==> config.mk <==
export PLATFORM = sky130hd
export DESIGN_NAME = cause_control_mux
export DESIGN_NICKNAME = d
export VERILOG_FILES = /design/src/rtl/cause_control_mux.sv
export SDC_FILE = /design/constraint.sdc
export NUM_CORES = 1
export LEC_CHECK = 0
export BUFFER_PORTS_ARGS = -buffer_cell sky130_fd_sc_hd__buf_2
export CORE_UTILIZATION = 37
export CTS_CLUSTER_DIAMETER = 30
export DETAILED_ROUTE_END_ITERATION = 12
export PLACE_DENSITY_LB_ADDON = 0.2
export SLEW_MARGIN = 10
export SYNTH_ARGS = -nofsm -noshare
export SYNTH_HDL_FRONTEND = slang
export SYNTH_SLANG_ARGS = --single-unit
==> constraint.sdc <==
create_clock -name clk -period 1.36 [get_ports clk]
set_clock_uncertainty 0.1 [all_clocks]
set_input_delay 0.204 -clock clk [delete_from_list [all_inputs] [get_ports clk]]
set_output_delay 0.204 -clock clk [all_outputs]
set_load 0.01 [all_outputs]
==> src/rtl/cause_control_mux.sv <==
// Exception cause selector: combinational 3-way mux plus an optional capture
// register that also records whether a capture used the reserved select code.
module cause_control_mux #(
    parameter int WIDTH = 8
) (
    input  logic             clk,
    input  logic             reset,
    input  logic [WIDTH-1:0] entry0,
    input  logic [WIDTH-1:0] entry1,
    input  logic [WIDTH-1:0] entry2,
    input  logic [1:0]       controlSingal,
    input  logic             causeWrite,
    output logic [WIDTH-1:0] out,
    output logic [WIDTH-1:0] causeReg,
    output logic             selInvalid
);

    logic sel_reserved;

    // Code 2'b11 and any unknown select bits fall through to zero.
    always_comb begin
        out = '0;
        case (controlSingal)
            2'b00:   out = entry0;
            2'b01:   out = entry1;
            2'b10:   out = entry2;
            default: out = '0;
        endcase
    end

    assign sel_reserved = (controlSingal == 2'b11);

    // selInvalid is sticky: only reset clears it.
    always_ff @(posedge clk) begin
        if (reset) begin
            causeReg   <= '0;
            selInvalid <= 1'b0;
        end else if (causeWrite) begin
            causeReg <= out;
            if (sel_reserved)
                selInvalid <= 1'b1;
        end
    end

endmodule

# Yosys cells after proc, flatten, opt, wreduce, memory -nomap -nowiden
# Cells that the tools add are included.
[totals]
output_inout_bits = 17
inputBits = 29
wordCells = 8
regBits = 9
[classes]
eq_ne = 3
n_reduce_logical = 2
muxes = 1
[ops]
columns = ["op", "n"]
rows = [
  ["$pmux W8 S3", 1],
  ["$eq A2 B2 Y1 const B", 2],
  ["$eq A2 B1 Y1 const B", 1],
  ["$logic_not A2 Y1", 1],
  ["$reduce_and A2 Y1", 1],
]

# Depth between registers and ports, before layout
# Gate-level depths: netlist of the first run.
[depth]
ltp_word = 2
depth_mapped = 5
ltp_nobuf = 3

# Worst setup path before layout of the first run
# OpenSTA, ideal clock, no wires.
[synth_timing]
kind = "input-to-reg"
startpoint = "in controlSingal[0]"
endpoint = "reg causeReg[0]"
required_ns = 1.172
setup_ns = 0.088
path_buffers = 2
path_slack_ns = 0.294
t_arrival_ns = 0.878
stages = 5
path_cell_list = "buf_6 nor2b_1 buf_4 nand2_1 a311oi_2"
[synth_via]
elab_chain_len = 2
elab_cells_between_ends = 4
classes_between = "eq/ne (2); mux (1); reduce/logical (1)"
[synth_rtl]
columns = ["element", "line", "text"]
rows = [
  ["from (decl)", "11", "input logic [1:0] controlSingal,"],
  ["$eq A2 B2 Y1, or another cell as far along", "23", "case (controlSingal)"],
  ["$pmux W8 S3 (*)", "23", ""],
  ["to (signal assigned)", "39", "causeReg <= out;"],
  ["to (decl)", "14", "output logic [WIDTH-1:0] causeReg,"],
]
# Every way passes the cells marked *; elsewhere a longest branch is shown, timed or not.
# A chain may end at the register's enable or synchronous reset.

# Worst setup path after layout of the first run
[layout_timing]
startpoint = "in controlSingal[0]"
endpoint = "out out[5]"
[layout_via]
elab_chain_len = 2
elab_cells_between_ends = 4
classes_between = "eq/ne (2); mux (1); reduce/logical (1)"
[layout_rtl]
columns = ["element", "line", "text"]
rows = [
  ["$eq A2 B2 Y1, or another cell as far along", "23", ""],
  ["$pmux W8 S3 (*)", "23", ""],
  ["to (decl)", "13", "output logic [WIDTH-1:0] out,"],
]
# Marked as above.

==> metrics.md, run 1 <==
| Metric | Value |
|---|---|
| Outcome | `completed` |
| IO Pins | `46` |
| Initial Util | `0.417` |
| Synth top area share | `0.316` |
| Flops & latches, synth | `9` |
| Worst-path fanout max | `10` |
| # setup viols final | `0` |
| Max Used Layer | `met4` |
| DRT iter0 DRCs | `6` |
| WS Path Type | `primary input to output pin` |
| Site Rows | `13` |
| Max_slew headroom | `0.751` |
| Num Clock Sinks | `9` |
| Detail Route Antenna Nets | `0` |
| Die height | `slightly above 40 um` |
| Peak supply drop | `0.000513 V` |
| First-pass GRT wire length | `roughly 2 mm` |
| Final HPWL DP | `1.06 mm` |
| Pwr dens | `roughly 850 mW/mm2` |
| Syn avg cell area | `8.76 um2` |
| Slowest CP cell | `clkbuf_4` |
| Pint | `497 uW` |
| Psw | `between 200 and 250 uW` |
| CP Cell Sequence | `clkbuf_4 > nor2b_2 > buf_4 > nand2_1 > nand2_1 > buf_2` |
| Wire length on met2 | `705 um` |
| Die Wd | `41.2 um` |
| Share of cells above drive strength 1 | `0.532` |
| Overflow after GRT | `0` |
| Vias in the first global route | `about 490` |
| Ant. Diodes | `0` |
| Fillers | `140` |
| Final WS setup | `0.0911 ns` |
| Worst r2r src | `causeReg[1]` |
| Multi-input gate area in the final layout | `about 360 um2` |
| Critical Path RT | `1.06 ns` |
| Root buffer cell | `clkbuf_4` |
| IO buf count | `45` |
| Syn Inst Count | `65` |
| Max_cap viols | `0` |
| Crit path DAT | `roughly 0.96 ns` |
| Setup tns final | `0 ns` |
| Seq/Total Area, Yosys | `0.316` |
| Clock network fraction of total power | `0.292` |
| Via/cell ratio | `between 4 and 5` |
| Hold Vio Cnt, Final | `0` |
| Synthesis Warnings | `0` |
| FF+latch area | `~180 um2` |
| All-layer global routing usage | `0.178` |
| Dominant cells by area after synthesis | `dfxtp_1 (32%), a311oi_2 (21%), mux2i_1 (14%), nand2_1 (11%), or2_1 (8.8%)` |
| Critical path endpoint category | `output pin` |
| Hold Path Class | `primary input to flip-flop` |
| Later-pin clock latency in the skew report | `0.25 ns` |
| Number of remaining DRC errors | `0` |
| Wire per inst | `roughly 11 um` |
| Post-Syn Area | `569 um2` |
| CTS buffer count | `3` |
| Area growth from synthesis to layout | `45.3%` |
| Pin count of the biggest net entering global routing | `18` |
| RSZ-0062 raised after global routing | `no` |
| LEAKAGE | `0.000442 uW` |
| Crit path launch type | `primary input` |
| Min Tclk post-route | `about 1.3 ns` |
| Yosys cell types | `12` |
| Met3 routed WL | `92 um` |
| Fraction of registers with async set/reset | `0` |
| Synth top cells by count | `nand2_1 (16), dfxtp_1 (9), nor2_1 (9)` |
| Most numerous cell in the Yosys netlist | `nand2_1` |
| DRT Pass-1 Iters | `3` |
| Final WL | `1.39 mm` |
| Top cell type by total area after synthesis | `dfxtp_1` |
| Max Freq | `between 700 and 800 MHz` |
| DIE AREA | `approximately 0.0017 mm2` |
| Worst slew pin tran | `0.373 ns` |
| Via count | `~600` |
| Met1 Wirelength | `577 um` |
| Core ar. | `0.00137 mm2` |
| Clk buf depth | `2` |
| CP most frequent cell | `nand2_1` |
| Logic gate share of total power | `0.295` |
| Fin crit share | `0.933` |
| Main flop type after synthesis | `dfxtp_1` |
| Dpl ws | `0.0446 ns` |
| Worst stage delay on the critical path | `0.19 ns` |
| Post-synth EDFFs | `0` |
| Post-Synthesis Net Count | `94` |
| CP startpoint | `controlSingal[0]` |
| Clock-pin slew on the worst setup and hold paths | `approximately 0.060 ns` |
| Nets | `141` |
| CTS tree | `built` |
| Switching Fraction | `0.292` |
| Routability congestion estimate from global placement | `0.619` |
| Sequential power share | `0.413` |
| Fin. max-slew vios | `0` |
| H-tree lvl count | `1` |
| Hold path startpoint | `entry2[4]` |
| Initial antenna violation count | `0` |
final cells by class:
class	count	area share
clock buffers	4	0.0318
multi-input cells	51	0.434
flip-flops and latches	9	0.218
well taps	15	0.0227
repair buffers	47	0.293
power by group through the flow:
stage / logic [uW] / clock network, uW / registers [uW]
3_5_place_dp: 208 / 0 / 296
2_1_floorplan: 113 / 0 / 306
6_report: 208 / 205 / 290
5_1_grt: 232 / 228 / 293
3_3_place_gp: 205 / 0 / 296
4_1_cts: 208 / 210 / 290
final timing paths:
path              cells after the start  slack (ns)     endpoint
hold reg to reg                       2        0.39   selInvalid
setup / recovery                      6        0.09       out[5]
setup reg to reg                      2        0.55  causeReg[1]
hold / removal                        3        0.17  causeReg[4]
worst max-delay path, delay by kind of cell:
family                 cells  cell delay [ns]
buffers and inverters      3             0.45
and+or+nand+nor            3             0.29
stage by stage:
stage	hold slack [ns]	utilization	std cells	power (uW)	instance area (um2)
finish	0.166	0.605	126	703	827
global route	0.168	0.605	126	753	827
CTS	0.166	0.602	126	709	822
detailed placement	0.380	0.582	122	504	796
global placement	0.355	0.582	122	501	796
floorplan	0.266	-	65	418	569
registers in the layout (all words and copies together) (netlist names):
name and count:
selInvalid 1, causeReg 8
metal layers:
layer	track usage	vias to the layer above
met2	0.313	24
li1	-	316
met4	0.0484	0
met5	0	-
met3	0.0489	2
met1	0.210	266
what timing repair did:
action                     in CTS  in global routing
resized for setup               0                  2
buffers inserted                0                  0
hold buffers                    0                  0
setup endpoints to repair       0                  8
kinds of logic after synthesis:
| family | Yosys count | synth area share |
|---|---|---|
| compound gates | 9 | 0.222 |
| buf+inv | 5 | 0.0571 |
| flops | 9 | 0.316 |
| mux | 8 | 0.141 |
| simple gates | 34 | 0.264 |
cells in the final DEF, fill, tap and decap left out, drive strengths merged:
cell type	n
nand2	16
dfxtp	9
clkbuf	5
a31oi	1
mux2i	8
buf	46
or2	8
nor2	9
a311oi	8
nor2b	1
(Power assumes the default switching activity.)
==> run 2: changes to the inputs <==
Settings changed: BUFFER_PORTS_ARGS -buffer_cell sky130_fd_sc_hd__buf_2 to default, CORE_AREA from default to 2 2 39 41, CORE_UTILIZATION 37 to default, DIE_AREA from default to 0 0 41 43, DONT_BUFFER_PORTS from default to 1.
==> run 2 against run 1 <==
Clock power about the same. Non-clock buffer count decreased by 41. Clock-buffer cell count unchanged. Die area increased by 3.7%. Highest routed layer is now met3. Combinational power decreased by 41%. Via count decreased by 22%. Routed wire length decreased by 4.1%. Register-to-register slack got worse by 0.05 ns.
==> metrics.md, run 2 (synthesis gave the netlist of run 1 again) <==
| Metric | Value |
|---|---|
| Overall Power | `632 uW (was 703 uW)` |
| Root buffer cell | `clkbuf_4 (unchanged)` |
| Max_cap viols | `0 (unchanged)` |
| Worst-path fanout max | `10 (unchanged)` |
| Outcome | `completed (unchanged)` |
| H-tree lvl count | `1 (unchanged)` |
| Worst Hold End | `selInvalid (was causeReg[4])` |
| Largest registers | `causeReg (8), selInvalid (1) (unchanged)` |
| Wire length on met2 | `699 um (was 705 um)` |
| # setup viols final | `0 (unchanged)` |
| Most common cell after layout, fill and taps aside | `nand2_1 (was buf_2)` |
| Multi-input gate area in the final layout | `357 um2 (was 359 um2)` |
| Site Rows | `14 (was 13)` |
| CP bufs+invs | `1 (was 3)` |
| DRT iter0 DRCs | `2 (was 6)` |
| Fillers | `143 (was 140)` |
| Slowest CP cell | `dlygate4sd3_1 (was clkbuf_4)` |
| Worst slew pin tran | `0.514 ns (was 0.373 ns)` |
| RR Endpoint | `causeReg[1] (unchanged)` |
| Core ar. | `0.00138 mm2 (was 0.00137 mm2)` |
| Critical Path RT | `1.37 ns (was 1.06 ns)` |
| Hold path startpoint | `controlSingal[0] (was entry2[4])` |
| Overflow after GRT | `0 (unchanged)` |
| Later-pin clock latency in the skew report | `0.25 ns (about the same)` |
| Min Tclk post-route | `1.21 ns (was 1.27 ns)` |
| Commonest cells after routing, fill and taps aside | `nand2_1 (16), nor2_1 (9), dfxtp_1 (9) (was buf_2 (44), nand2_1 (16), nor2_1 (9), dfxtp_1 (9))` |
| R2r setup slk | `0.50 ns (was 0.55 ns)` |
| Worst stage delay on the critical path | `0.85 ns (was 0.19 ns)` |
| Pwr dens | `990 mW/mm2 (was 850 mW/mm2)` |
| Peak supply drop | `0.000329 V (was 0.000513 V)` |
| Hold Vio Cnt, Final | `0 (unchanged)` |
| First-pass GRT wire length | `1.95 mm (was 1.98 mm)` |
| Die height | `43 um (was 41.2 um)` |
| Fin crit share | `0.886 (was 0.933)` |
| Routability congestion estimate from global placement | `0.660 (was 0.619)` |
| RSZ-0062 raised after global routing | `no (unchanged)` |
| Crit path launch type | `primary input (unchanged)` |
| Final HPWL DP | `934 um (was 1.06 mm)` |
| Critical path endpoint category | `flip-flop (was output pin)` |
| FF+latch area | `180 um2 (unchanged)` |
| Max Freq | `830 MHz (was 788 MHz)` |
| Number of flip-flops in the largest register | `8 (unchanged)` |
| Clk buf depth | `2 (unchanged)` |
| IO Pins | `46 (unchanged)` |
| Via/cell ratio | `5.52 (was 4.83)` |
| Num Clock Sinks | `9 (unchanged)` |
| CP Cell Sequence | `dlygate4sd3_1 > a311oi_2 (was clkbuf_4 > nor2b_2 > buf_4 > nand2_1 > nand2_1 > buf_2)` |
| DRT Pass-1 Iters | `3 (unchanged)` |
| IO buf count | `0 (was 45)` |
| Nets | `100 (was 141)` |
| WS Path Type | `primary input to flip-flop (was primary input to output pin)` |
| Met3 routed WL | `138 um (was 92 um)` |
| Worst r2r src | `causeReg[1] (unchanged)` |
| Via count | `475 (was 608)` |
| LEAKAGE | `0.000266 uW (was 0.000442 uW)` |
| Met1 Wirelength | `494 um (was 577 um)` |
| Final WL | `1.33 mm (was 1.39 mm)` |
| Max_slew headroom | `0.656 (was 0.751)` |
| All-layer global routing usage | `0.167 (was 0.178)` |
| CTS tree | `built (unchanged)` |
| Worst hold path stage count | `2 (was 3)` |
| Crit path DAT | `1.22 ns (was 0.96 ns)` |
| Detail Route Antenna Nets | `0 (unchanged)` |
| Area growth from synthesis to layout | `12.1% (was 45.3%)` |
| DIE AREA | `0.00176 mm2 (was 0.00170 mm2)` |
| Reg with most FFs | `causeReg (unchanged)` |
| Delay-heaviest family, CP | `buffers and inverters (unchanged)` |
| Share of cells above drive strength 1 | `0.186 (was 0.532)` |
| Pin count of the biggest net entering global routing | `11 (was 18)` |
| Initial Util | `0.411 (was 0.417)` |
| Post-CTS Resized | `0 (unchanged)` |
| Post-CTS setup buffers | `0 (unchanged)` |
| Max Used Layer | `met3 (was met4)` |
| Number of remaining DRC errors | `0 (unchanged)` |
| Setup tns final | `0 ns (unchanged)` |
| Hold Path Class | `primary input to flip-flop (unchanged)` |
| Die Wd | `41 um (was 41.2 um)` |
| Hold-fix buffers, CTS | `2 (was 0)` |
| Initial antenna violation count | `0 (unchanged)` |
| Ant. Diodes | `0 (unchanged)` |
| Fin. max-slew vios | `0 (unchanged)` |
| CTS buffer count | `3 (unchanged)` |
| R2R depth | `2 (unchanged)` |
| Clock-pin slew on the worst setup and hold paths | `0.06 ns (about the same)` |
| Vias in the first global route | `456 (was 489)` |
| Wire per inst | `15.5 um (was 11.0 um)` |
-- run 2: routing by layer --
metal	vias to the layer above	global-route usage
li1	238	-
met1	214	0.184
met2	23	0.253
met3	0	0.0681
met4	0	0.100
met5	-	0
-- run 2: cell type report --
class	count	area share
sequential	9	0.282
timing repair buffer	6	0.0863
tap	16	0.0314
clock buffer	4	0.0412
multi-input combinational	51	0.559
-- run 2: worst max-delay path by stage --
stage,start,endpoint,slack (ns),cells past startpoint
global placement,controlSingal[1],causeReg[1],0.34,4
global route,causeWrite,causeReg[0],0.12,2
CTS,causeWrite,causeReg[3],0.16,2
finish,causeWrite,causeReg[1],0.15,2
floorplan,controlSingal[0],causeReg[0],0.29,5
detailed placement,controlSingal[1],causeReg[1],0.34,4
-- run 2: through the flow --
step / setup WS (ns) / hold WS [ns] / util / std cells / area, um2
after floorplan: 0.294 / 0.266 / - / 65 / 569
after global placement: 0.344 / 0.173 / 0.413 / 78 / 572
after detailed placement: 0.343 / 0.174 / 0.413 / 78 / 572
after CTS: 0.165 / 0.00155 / 0.447 / 84 / 618
after global routing: 0.123 / 0.00202 / 0.461 / 86 / 638
final: 0.155 / 0.0181 / 0.461 / 86 / 638
-- run 2: report_power, final --
part | internal [uW] | switching [uW]
combinational | 57.3 | 65.4
clock | 113 | 93.3
sequential | 282 | 20.1
total | 453 | 179
==> run 3: changes to the inputs <==
==> constraint.sdc (replaced) <==
create_clock -name clk -period 1.36 [get_ports clk]
set_clock_uncertainty 0.1 [all_clocks]
set_input_delay 0.068 -clock clk [delete_from_list [all_inputs] [get_ports clk]]
set_output_delay 0.068 -clock clk [all_outputs]
set_load 0.01 [all_outputs]
==> run 3 against run 2 <==
The run now ends with hold timing left. Worst hold slack worse by 0.20 ns. Final area is 4.7% lower. Clock power hardly changed. Sequential power hardly changed. Utilization is 2.2 points lower. Flip-flop and latch count stayed put. Total power is 2.1% lower. Clock-buffer cell count stayed put. Sequential share of layout area is 1.4 points higher. Critical path type unchanged. Largest cell class unchanged.
==> metrics.md, run 3 (synthesis gave the netlist of run 1 again) <==
| Metric | Value |
|---|---|
| Outcome | `complete, but fails checks (was completed)` |
| Violated checks | `hold timing` |
| Worst r2r src | `causeReg[1] (unchanged)` |
| Die Wd | `41 um (unchanged)` |
| Final WL | `1.24 mm (was 1.33 mm)` |
| Number of remaining DRC errors | `0 (unchanged)` |
| Clock-pin slew on the worst setup and hold paths | `0.06 ns (about the same)` |
| Overflow after GRT | `0 (unchanged)` |
| Worst hold slack | `-0.178 ns (was 0.0181 ns)` |
| R2R depth | `2 (unchanged)` |
| Max Freq | `979 MHz (was 830 MHz)` |
| Min Tclk post-route | `1.02 ns (was 1.21 ns)` |
| All-layer global routing usage | `0.154 (was 0.167)` |
| Nets | `97 (was 100)` |
| Hold Path Class | `primary input to flip-flop (unchanged)` |
| Hold path startpoint | `causeWrite (was controlSingal[0])` |
| Setup tns final | `0 ns (unchanged)` |
| Worst Hold End | `causeReg[3] (was selInvalid)` |
| LEAKAGE | `0.000254 uW (was 0.000266 uW)` |
| Commonest cells after routing, fill and taps aside | `nand2_1 (16), nor2_1 (9), dfxtp_1 (9) (unchanged)` |
| Clk buf depth | `2 (unchanged)` |
| Wire per inst | `15.0 um (was 15.5 um)` |
| Peak supply drop | `0.000522 V (was 0.000329 V)` |
| Post-CTS setup buffers | `0 (unchanged)` |
| WS Path Type | `primary input to flip-flop (unchanged)` |
| DIE AREA | `0.00176 mm2 (unchanged)` |
| Die height | `43 um (unchanged)` |
| Initial Util | `0.411 (unchanged)` |
| DRT iter0 DRCs | `6 (was 2)` |
| Fin. max-slew vios | `0 (unchanged)` |
| Via count | `467 (was 475)` |
| Overall Power | `618 uW (was 632 uW)` |
| Share of cells above drive strength 1 | `0.194 (was 0.186)` |
| Post-route design area | `608 um2 (was 638 um2)` |
| Initial antenna violation count | `0 (unchanged)` |
| Critical Path RT | `1.39 ns (was 1.37 ns)` |
| # setup viols final | `0 (unchanged)` |
| Number of flip-flops in the largest register | `8 (unchanged)` |
| Root buffer cell | `clkbuf_4 (unchanged)` |
| RR Endpoint | `causeReg[1] (unchanged)` |
| CP Cell Sequence | `dlygate4sd3_1 > nor2_1 (was dlygate4sd3_1 > a311oi_2)` |
| CP bufs+invs | `1 (unchanged)` |
| Area growth from synthesis to layout | `6.81% (was 12.1%)` |
| Pwr dens | `1020 mW/mm2 (was 990 mW/mm2)` |
| Dpl ws | `0.465 ns (was 0.343 ns)` |
| Worst hold path stage count | `1 (was 2)` |
| Delay-heaviest family, CP | `buffers and inverters (unchanged)` |
| Worst slew pin tran | `0.545 ns (was 0.514 ns)` |
| Routability congestion estimate from global placement | `0.606 (was 0.660)` |
| Max_cap viols | `0 (unchanged)` |
| Crit path DAT | `1.05 ns (was 1.22 ns)` |
| DRT Pass-1 Iters | `4 (was 3)` |
| Slowest CP cell | `dlygate4sd3_1 (unchanged)` |
| IO Pins | `46 (unchanged)` |
| Later-pin clock latency in the skew report | `0.25 ns (about the same)` |
| Final WS setup | `0.338 ns (was 0.155 ns)` |
| First-pass GRT wire length | `1.79 mm (was 1.95 mm)` |
| Via/cell ratio | `5.63 (was 5.52)` |
| H-tree lvl count | `1 (unchanged)` |
| Area post-placement | `572 um2 (unchanged)` |
| Worst-path fanout max | `9 (was 10)` |
| Most common cell after layout, fill and taps aside | `nand2_1 (unchanged)` |
| Detail Route Antenna Nets | `0 (unchanged)` |
| Hold Vio Cnt, Final | `9 (was 0)` |
| R2r setup slk | `0.49 ns (was 0.50 ns)` |
| Max_slew headroom | `0.636 (was 0.656)` |
| Num Clock Sinks | `9 (unchanged)` |
| IO buf count | `0 (unchanged)` |
| Ant. Diodes | `0 (unchanged)` |
| Crit path launch type | `primary input (unchanged)` |
| RSZ-0062 raised after global routing | `no (unchanged)` |
| CTS tree | `built (unchanged)` |
| Reg with most FFs | `causeReg (unchanged)` |
| CTS buffer count | `3 (unchanged)` |
| Final HPWL DP | `931 um (was 934 um)` |
| Worst stage delay on the critical path | `0.88 ns (was 0.85 ns)` |
| Vias in the first global route | `409 (was 456)` |
| Pin count of the biggest net entering global routing | `18 (was 11)` |
| Critical path endpoint category | `flip-flop (unchanged)` |
| CP startpoint | `reset (was causeWrite)` |
| Site Rows | `14 (unchanged)` |
| Core ar. | `0.00138 mm2 (unchanged)` |
| Fin crit share | `0.751 (was 0.886)` |
| Hold-fix buffers, CTS | `2 (unchanged)` |
| Largest registers | `causeReg (8), selInvalid (1) (unchanged)` |
==> run 3: cell count changes in the layout (fill, tap and decap cells not counted) <==
cell / previous run / this run
dlygate4sd3_1: 4 / 1
==> run 3: per-layer routing <==
layer	vias up	GRT usage	routed length, um
li1	235	-	-
met1	204	0.174	493
met2	26	0.228	601
met3	2	0.0733	128
met4	0	0.0800	19
met5	-	0	0
==> run 3: metrics by stage <==
step	cells	util
floorplan	65	-
global placement	78	0.413
detailed placement	78	0.413
CTS	84	0.447
global route	83	0.439
finish	83	0.439
==> run 3: worst max-delay path by stage <==
stage | endpoint | slack, ns | cells past startpoint
5_1_grt | selInvalid | 0.35 | 2
4_1_cts | selInvalid | 0.05 | 3
2_1_floorplan | causeReg[0] | 0.43 | 5
3_5_place_dp | causeReg[1] | 0.46 | 4
6_report | selInvalid | 0.34 | 2
3_3_place_gp | causeReg[1] | 0.49 | 4
==> run 3: area by class of cell <==
cell class / instances / area [um2]
Timing Repair Buffer: 3 / 25.0
Fill cell: 147 / 776
Multi-Input combinational cell: 51 / 357
Clock buffer: 4 / 26.3
Sequential cell: 9 / 180
Tap cell: 16 / 20.0
==> run 3: timing repair <==
action,in CTS,in global routing
resized for setup,0,0
setup endpoints to repair,0,1
hold endpoints to repair,9,9
==> run 3: where the power goes <==
group	switching, uW	leakage (uW)	internal, uW	total (uW)
sequential	20.4	0.0000745	282	303
clock	92.0	0.0000150	113	205
combinational	58.9	0.000164	51.7	111
